<file path="src/rtl/video_daisy_ctrl_pkg.sv">
// Shared types and constants for the key-triggered Avalon-MM control writer.
package video_daisy_ctrl_pkg;

    typedef enum logic [1:0] {
        IDLE,
        WRITE,
        DONE
    } state_t;

    localparam int AVS_DATA_W_DEFAULT = 32;

    localparam logic AVS_CTRL_ADDR = 1'b0;

endpackage

</file>
<file path="src/rtl/key_debounce.sv">
// Synchronises and debounces an active-low pushbutton.
// Emits a one-cycle registered press pulse on each debounced 1->0 transition.
module key_debounce #(
    parameter int DEBOUNCE_CYCLES = 500000
) (
    input  logic clk,
    input  logic rst,
    input  logic key_n,
    output logic press
);

    localparam int CNT_W = ($clog2(DEBOUNCE_CYCLES) > 0) ? $clog2(DEBOUNCE_CYCLES) : 1;
    localparam logic [CNT_W-1:0] CNT_LAST = CNT_W'(DEBOUNCE_CYCLES - 1);

    logic             key_meta;
    logic             key_s;
    logic             key_db;
    logic             key_db_d;
    logic [CNT_W-1:0] cnt;

    // The debounced level only follows key_s after it has differed for DEBOUNCE_CYCLES cycles in a row.
    always_ff @(posedge clk) begin
        if (rst) begin
            key_meta <= 1'b1;
            key_s    <= 1'b1;
            key_db   <= 1'b1;
            key_db_d <= 1'b1;
            cnt      <= '0;
            press    <= 1'b0;
        end else begin
            key_meta <= key_n;
            key_s    <= key_meta;
            if (key_s == key_db) begin
                cnt <= '0;
            end else if (cnt == CNT_LAST) begin
                key_db <= key_s;
                cnt    <= '0;
            end else begin
                cnt <= cnt + 1'b1;
            end
            key_db_d <= key_db;
            press    <= key_db_d & ~key_db;
        end
    end

endmodule

</file>
<file path="src/rtl/video_daisy_key_avs_writer.sv">
// Captures one switch bit per video core on a debounced key press and writes each core's control register in turn.
// Optional macro VIDEO_DAISY_AUTO_REFRESH_EN: synchronised switch changes also start (or queue) a sequence.
module video_daisy_key_avs_writer
    import video_daisy_ctrl_pkg::*;
#(
    parameter int N_CORE          = 4,
    parameter int DEBOUNCE_CYCLES = 500000,
    parameter int AVS_DATA_W      = AVS_DATA_W_DEFAULT
) (
    input  logic                         sys_clk,
    input  logic                         sys_rst,
    input  logic                         key_n,
    input  logic [N_CORE-1:0]            sw,
    input  logic [N_CORE-1:0]            avs_waitrequest,
    output logic [N_CORE-1:0]            avs_write,
    output logic [N_CORE-1:0]            avs_address,
    output logic [N_CORE*AVS_DATA_W-1:0] avs_writedata,
    output logic                         busy,
    output logic                         done_pulse
);

    localparam int IDX_W = (N_CORE > 1) ? $clog2(N_CORE) : 1;
    localparam logic [IDX_W-1:0] LAST_IDX = IDX_W'(N_CORE - 1);

    state_t            state;
    state_t            state_next;
    logic [IDX_W-1:0]  idx;
    logic [N_CORE-1:0] sw_q;
    logic [N_CORE-1:0] wd_q;
    logic [N_CORE-1:0] wd_bits;
    logic              pending;
    logic              press;
    logic              trigger;
    logic              accept;
    logic              restart;
    logic [N_CORE-1:0] sw_src;
    logic              refresh_req;

    key_debounce #(
        .DEBOUNCE_CYCLES(DEBOUNCE_CYCLES)
    ) u_key_debounce (
        .clk   (sys_clk),
        .rst   (sys_rst),
        .key_n (key_n),
        .press (press)
    );

`ifdef VIDEO_DAISY_AUTO_REFRESH_EN
    logic [N_CORE-1:0] sw_meta;
    logic [N_CORE-1:0] sw_sync;

    always_ff @(posedge sys_clk) begin
        if (sys_rst) begin
            sw_meta <= '0;
            sw_sync <= '0;
        end else begin
            sw_meta <= sw;
            sw_sync <= sw_meta;
        end
    end

    assign sw_src      = sw_sync;
    assign refresh_req = (sw_sync != sw_q);
`else
    assign sw_src      = sw;
    assign refresh_req = 1'b0;
`endif

    assign trigger = press | refresh_req;
    assign accept  = (state == WRITE) && !avs_waitrequest[idx];
    assign restart = (state == DONE) && (pending || trigger);

    always_ff @(posedge sys_clk) begin
        if (sys_rst) begin
            state <= IDLE;
        end else begin
            state <= state_next;
        end
    end

    always_comb begin
        state_next = state;
        case (state)
            IDLE:    if (trigger) state_next = WRITE;
            WRITE:   if (accept && (idx == LAST_IDX)) state_next = DONE;
            DONE:    state_next = restart ? WRITE : IDLE;
            default: state_next = IDLE;
        endcase
    end

    // A trigger that lands while a sequence is running is remembered once and replayed straight from DONE.
    always_ff @(posedge sys_clk) begin
        if (sys_rst) begin
            idx     <= '0;
            sw_q    <= '0;
            wd_q    <= '0;
            pending <= 1'b0;
        end else begin
            case (state)
                IDLE: begin
                    if (trigger) begin
                        sw_q <= sw_src;
                        idx  <= '0;
                    end
                end
                WRITE: begin
                    if (trigger) pending <= 1'b1;
                    if (accept) begin
                        wd_q[idx] <= sw_q[idx];
                        if (idx != LAST_IDX) idx <= idx + 1'b1;
                    end
                end
                DONE: begin
                    if (restart) begin
                        pending <= 1'b0;
                        sw_q    <= sw_src;
                        idx     <= '0;
                    end
                end
                default: ;
            endcase
        end
    end

    // The selected core shows its new bit immediately; every other slice keeps its last accepted value.
    always_comb begin
        avs_write  = '0;
        wd_bits    = wd_q;
        busy       = (state != IDLE);
        done_pulse = (state == DONE);
        if (state == WRITE) begin
            avs_write[idx] = 1'b1;
            wd_bits[idx]   = sw_q[idx];
        end
    end

    always_comb begin
        avs_writedata = '0;
        for (int i = 0; i < N_CORE; i++) begin
            avs_writedata[i*AVS_DATA_W] = wd_bits[i];
        end
    end

    assign avs_address = {N_CORE{AVS_CTRL_ADDR}};

endmodule
</file>
<file path="config.mk">
export PLATFORM = sky130hd
export DESIGN_NAME = video_daisy_key_avs_writer
export DESIGN_NICKNAME = d
export VERILOG_FILES = /design/src/rtl/video_daisy_ctrl_pkg.sv /design/src/rtl/key_debounce.sv /design/src/rtl/video_daisy_key_avs_writer.sv
export SDC_FILE = /design/constraint.sdc
export NUM_CORES = 1
export LEC_CHECK = 0
export CAP_MARGIN = 20
export CORE_MARGIN = 5
export CORE_UTILIZATION = 35
export CTS_CLUSTER_DIAMETER = 100
export CTS_CLUSTER_SIZE = 20
export DETAILED_ROUTE_END_ITERATION = 6
export PLACE_DENSITY = 0.88
export SYNTH_ARGS = -nofsm -noshare
export SYNTH_HDL_FRONTEND = slang
export SYNTH_HIERARCHICAL = 1
export SYNTH_SLANG_ARGS = --single-unit
export TNS_END_PERCENT = 30
</file>
<file path="constraint.sdc">
create_clock -name sys_clk -period 1.89 [get_ports sys_clk]
set_clock_uncertainty 0.15 [all_clocks]
set_input_delay 0.189 -clock sys_clk [delete_from_list [all_inputs] [get_ports sys_clk]]
set_output_delay 0.189 -clock sys_clk [all_outputs]
set_load 0.01 [all_outputs]
</file>
==> metrics.md, run 1 <==
| Metric | Value |
|---|---|
| Max H-tree Level | `2` |
| YS warnings | `6` |
| Tot Pwr | `0.00176 W` |
| Reg2reg end | `u_key_debounce/cnt[4]` |
| Startpoint class of the critical path | `flop` |
| Number of port buffers | `20` |
| FFs w/ async S/R, synth | `0` |
| Unrepaired setup endpoints after global routing | `yes` |
| CTS Root Cell | `clkbuf_8` |
| Multi-input logic area | `1510 µm²` |
| Drt pass-1 iters | `5` |
| Origin of the worst setup path | `idx[1]` |
| Net Sw Frac | `0.239` |
| Avg Synthesized Cell Area | `8.55 µm²` |
| Fin. Hold Viols | `0` |
| Initial Utilization | `0.358` |
| Int Pwr | `0.00134 W` |
| Commonest non-fill, non-tap cell in the layout | `conb_1` |
| Seq/Total Area, Yosys | `0.268` |
| Via-per-instance ratio | `3.94` |
| Routed vias | `1861` |
| Seq cells post-synth | `37` |
| Outcome | `finished, violations left` |
| CP Capture Type | `output port` |
| Routed Antenna Nets | `0` |
| Switching power | `0.000419 W` |
| Hold Crit Class | `reg -> reg` |
| Largest net degree at the start of global routing | `14` |
| Syn Inst Count | `323` |
| Register Area | `747 µm²` |
| First-pass GRT wire length | `7040 µm` |
| Filler cells | `789` |
| Antenna violations before repair | `0` |
| Diode count | `0` |
| Max-cap viol count | `0` |
| Crit path required time | `1.55 ns` |
| Worst-Skew Late Latency | `0.29 ns` |
| Min-delay src | `u_key_debounce/key_meta` |
| Num ports | `149` |
| Die X | `98.8 µm` |
| Clock share of power | `0.458` |
| Failing checks | `negative setup slack` |
| Core box area | `7730 µm²` |
| Routability cong. | `0.847` |
| Worst Path Arrival | `1.71 ns` |
| CTS Buf Count | `5` |
| Final min period | `2.05 ns` |
| DR WL/cell | `10.0 µm` |
| Top FF cell, synth | `dfxtp_1` |
| Worst-path fanout max | `4` |
| Post-route setup slack | `-0.159 ns` |
| Final nets | `385` |
| WL final | `4730 µm` |
| Most frequent cells in the layout | `128 x conb_1, 32 x dfxtp_1, 23 x nor2_1` |
| Grt total ovfl | `0` |
| CP Capture Point | `avs_writedata[0]` |
| FF-to-FF Start | `u_key_debounce/cnt[0]` |
| Clock Tree Buf Depth | `2` |
| DRT iter0 DRCs | `56` |
| Area of the mapped netlist | `2760 µm²` |
| Static leakage | `1.29 nW` |
| Share of power burned in combinational logic | `0.096` |
| R2R depth | `6` |
| Clk pin slew, worst setup/hold paths | `0.07 ns` |
| Max rail drop VDD | `0.376 mV` |
| Flop pwr share | `0.446` |
| Setup_tns | `-0.552 ns` |
| Flop2flop setup slack | `0.06 ns` |
| CTS sink cnt | `37` |
| Total track usage | `0.0878` |
| Synthesis-to-layout area growth | `5.66%` |
| # DRC | `0` |
| Die area | `9770 µm²` |
| Share of layout cells above drive strength 1 | `0.184` |
| Vert. Die Dim | `98.8 µm` |
| Slew Limit Fails | `0` |
| CTS tree | `built` |
| Number of global-route vias before repair | `1581` |
| Period utilization | `1.08` |
| WS Path Type | `reg -> out` |
| Library cells used by synthesis | `44` |
| Std cell rows | `32` |
| Peak Freq | `488 MHz` |
| Power Density | `601 nW/µm²` |
| Final setup violation count | `5` |
| EDFF count, synth | `0` |
| DP HPWL | `3820 µm` |
[synthesized netlist by cell type, types with 6 or more instances]
library cell  instances  area [µm²]
dfxtp_1              37         741
nand4_1               7        43.8
xnor2_1              12         105
inv_1                 8        30.0
nor2_1               23        86.3
a21oi_1              16        80.1
nand3_1              10        50.1
buf_4               128         961
nand2_1              11        41.3
mux2_2                6        67.6
[area by class of cell]
type	count	area share
Clock buffer	5	0.0236
Clock inverter	3	0.0223
Inverter	8	0.0103
Multi-Input combinational cell	274	0.517
Sequential cell	37	0.256
Tap cell	102	0.0437
Timing Repair Buffer	43	0.127
[flip-flops by register name, indices dropped and copies added (netlist names), 2 cells and up]
signal / count
sw_q: 4
idx: 2
state: 2
u_key_debounce/cnt: 19
wd_q: 4
[repair_timing]
action	4_1_cts	5_1_grt
pin swaps	0	0
resized for setup	31	3
hold buffers	0	0
setup buffers	1	0
endpoints found under the setup margin	9	13
[cells by family (layout without fill, tap and decap cells)]
group,after synthesis,after routing,share of synthesized area
compound gates,34,34,0.0847
xor+xnor,14,14,0.0444
fa+ha+maj,5,5,0.0226
buf+inv,139,59,0.368
flops,37,37,0.268
mux,9,9,0.0430
other cells,1,128,0.00136
simple gates,84,84,0.168
[how the worst min path moves through the flow]
stage                           endpoint  cells past startpoint
global placement    u_key_debounce/key_s                      1
floorplan                        wd_q[2]                      1
global route        u_key_debounce/key_s                      1
CTS                 u_key_debounce/key_s                      1
finish              u_key_debounce/key_s                      1
detailed placement  u_key_debounce/key_s                      1
[metrics by stage]
stage / worst slack (ns) / area, µm² / utilization / hold slack [ns] / std cells
floorplan: -0.0153 / 3260 / - / 0.108 / 450
global route: -0.221 / 2920 / 0.378 / 0.283 / 472
finish: -0.159 / 2920 / 0.378 / 0.265 / 472
global placement: -0.159 / 2770 / 0.358 / 0.251 / 463
detailed placement: -0.223 / 2770 / 0.358 / 0.246 / 463
CTS: -0.181 / 2910 / 0.377 / 0.267 / 472
[worst max-delay path: stages (launching register included)]
cell and delay [ns]:
dfxtp_2 0.34, mux4_2 0.55, buf_6 0.15, mux2_4 0.26
buf_6 0.12
[power by group through the flow]
stage	clock (W)	sequential [W]	combinational [W]
2_1_floorplan	0	0.000801	0.000324
3_3_place_gp	0	0.000801	0.000158
3_5_place_dp	0	0.000802	0.000158
4_1_cts	0.000832	0.000783	0.000159
5_1_grt	0.000869	0.000783	0.000184
6_report	0.000804	0.000783	0.000168
[metal layers]
metal	vias to the layer above	global-route usage	share of wire
met1	859	0.0960	0.37
met5	-	0	0
li1	907	-	-
met4	0	0.0431	0.0093
met3	4	0.0276	0.10
met2	91	0.153	0.52
No activity file was read; power rests on OpenSTA's default activity.
==> run 2: changes to the inputs <==
Settings changed: CAP_MARGIN 20 to unset, CTS_CLUSTER_DIAMETER 100 to 30.
==> results of run 2 <==
Final layout, timing and power as in run 1 (identical DEF).
==> run 3: changes to the inputs <==
--- a/config.mk
+++ b/config.mk
@@ -7,2 +7,3 @@
 export LEC_CHECK = 0
+export CAP_MARGIN = 20
 export CORE_MARGIN = 5
==> constraint.sdc (replaced) <==
create_clock -name sys_clk -period 1.89 [get_ports sys_clk]
set_clock_uncertainty 0.15 [all_clocks]
set_input_delay 0.378 -clock sys_clk [delete_from_list [all_inputs] [get_ports sys_clk]]
set_output_delay 0.378 -clock sys_clk [all_outputs]
set_load 0.01 [all_outputs]
==> metrics.md, run 3 (synthesis results as in run 1) <==
| Metric | Value |
|---|---|
| Routed vias | `1866 (+0.27%)` |
| Final min period | `2.25 ns (+0.202 ns)` |
| WL final | `4870 µm (+3.1%)` |
| Total track usage | `0.0907 (+0.00281)` |
| Commonest non-fill, non-tap cell in the layout | `conb_1` |
| Origin of the worst setup path | `idx[1]` |
| CP Capture Point | `avs_writedata[64]` |
| Max reg flops | `19 (unchanged)` |
| Std cell rows | `32 (unchanged)` |
| Via-per-instance ratio | `3.93 (-0.36%)` |
| Number of port buffers | `20 (unchanged)` |
| Largest net degree at the start of global routing | `20 (+6)` |
| Final setup violation count | `6 (+1)` |
| Unrepaired setup endpoints after global routing | `yes` |
| Antenna violations before repair | `0 (unchanged)` |
| Die X | `98.8 µm (unchanged)` |
| Reg2reg end | `u_key_debounce/cnt[17]` |
| Fin. Hold Viols | `0 (unchanged)` |
| FF-to-FF Start | `u_key_debounce/cnt[1]` |
| Max-cap viol count | `0 (unchanged)` |
| WS Path Type | `reg -> out` |
| Drt pass-1 iters | `4 (-1)` |
| Outcome | `finished, violations left` |
| CTS Hold Bufs | `0 (unchanged)` |
| Final nets | `388 (+0.78%)` |
| Flop2flop setup slack | `0.08 ns (+0.02 ns)` |
| Crit path required time | `1.36 ns (-0.19 ns)` |
| Startpoint class of the critical path | `flop` |
| Largest reg by FF count | `u_key_debounce/cnt` |
| Core box area | `7730 µm² (unchanged)` |
| Static leakage | `1.29 nW (-0.47%)` |
| Post-route setup slack | `-0.361 ns (-0.202 ns)` |
| CTS tree | `built` |
| DP HPWL | `3910 µm (+2.2%)` |
| Setup WS pre-CTS | `-0.326 ns (-0.103 ns)` |
| DRT iter0 DRCs | `26 (-54%)` |
| Setup_tns | `-1.59 ns (-1.04 ns)` |
| Vert. Die Dim | `98.8 µm (unchanged)` |
| Slew Limit Fails | `0 (unchanged)` |
| Clk pin slew, worst setup/hold paths | `0.07 ns (about the same)` |
| Initial Utilization | `0.358 (unchanged)` |
| Power Density | `527 nW/µm² (-12%)` |
| R2R depth | `6 (unchanged)` |
| Clock Tree Buf Depth | `2 (unchanged)` |
| Die area | `9770 µm² (unchanged)` |
| Routability cong. | `0.925 (+9.2%)` |
| Worst Path Arrival | `1.72 ns (about the same)` |
| Period utilization | `1.19 (+0.107)` |
| CP Capture Type | `output port` |
| Grt total ovfl | `0 (unchanged)` |
| Max H-tree Level | `2 (unchanged)` |
| CTS Root Cell | `clkbuf_8` |
| First-pass GRT wire length | `7400 µm (+5.0%)` |
| Diode count | `0 (unchanged)` |
| DR WL/cell | `10.3 µm (+2.5%)` |
| Synthesis-to-layout area growth | `6.11%` |
| Num ports | `149 (unchanged)` |
| CTS sink cnt | `37 (unchanged)` |
| Share of layout cells above drive strength 1 | `0.201 (+0.0173)` |
| Regs by FF count | `u_key_debounce/cnt (19), sw_q (4), wd_q (4)` |
| Most frequent cells in the layout | `128 x conb_1, 31 x dfxtp_1, 24 x buf_4` |
| WHS | `0.269 ns (+0.00362 ns)` |
| Routed Antenna Nets | `0 (unchanged)` |
| Worst-path fanout max | `4 (unchanged)` |
| Hold Crit Class | `reg -> reg` |
| Worst-Skew Late Latency | `0.29 ns (about the same)` |
| Peak Freq | `444 MHz (-9.0%)` |
| Number of global-route vias before repair | `1749 (+11%)` |
| CTS Buf Count | `5 (unchanged)` |
| Max rail drop VDD | `0.354 mV (-5.8%)` |
| # DRC | `0 (unchanged)` |
| Failing checks | `negative setup slack` |
==> run 3: layer usage <==
metal  global-route usage  vias up  routed length (µm)
li1                     -      915                   -
met4               0.0347        0                  74
met5                    0        -                   0
met1               0.0901      863                1680
met3               0.0297        8                 502
met2                0.173       80                2610
==> run 3: cell type report <==
class	instances	area, µm²
clock buffers	7	96.3
clock inverters	1	5.00
fillers	788	4800
inverters	8	30.0
multi-input cells	274	1520
flip-flops and latches	37	751
well taps	102	128
repair buffers	46	403
==> run 3: critical path, cell delays in order, from the launching register on <==
cell and delay [ns]:
dfxtp_2 0.34, mux4_2 0.56, buf_6 0.15, mux2_4 0.25, buf_6 0.12
==> run 3: what timing repair did <==
action | in CTS | in global routing
buffers inserted | 2 | 0
resized for setup | 39 | 4
gates cloned | 0 | 0
pin swaps | 0 | 1
setup endpoints to repair | 11 | 10
==> run 3: power by group <==
part / switching [W] / leakage (nW) / internal, W
sequential: 0.00000159 / 0.302 / 0.000781
clock: 0.000266 / 0.0542 / 0.000329
combinational: 0.000137 / 0.931 / 0.0000304
==> run 3: worst min path at each step <==
stage | from | endpoint | cells past startpoint
floorplan | u_key_debounce/key_meta | u_key_debounce/key_s | 1
global route | u_key_debounce/key_meta | u_key_debounce/key_s | 1
finish | u_key_debounce/key_meta | u_key_debounce/key_s | 1
global placement | u_key_debounce/key_meta | u_key_debounce/key_s | 1
detailed placement | u_key_debounce/key_meta | u_key_debounce/key_s | 1
CTS | u_key_debounce/key_meta | u_key_debounce/key_s | 1
==> run 3: through the flow <==
stage | instances | power [W] | instance area (µm²) | utilization
2_1_floorplan | 450 | 0.00112 | 3260 | -
3_3_place_gp | 465 | 0.000958 | 2790 | 0.362
3_5_place_dp | 465 | 0.000960 | 2790 | 0.362
4_1_cts | 475 | 0.00157 | 2920 | 0.378
5_1_grt | 475 | 0.00162 | 2930 | 0.379
6_report | 475 | 0.00154 | 2930 | 0.379
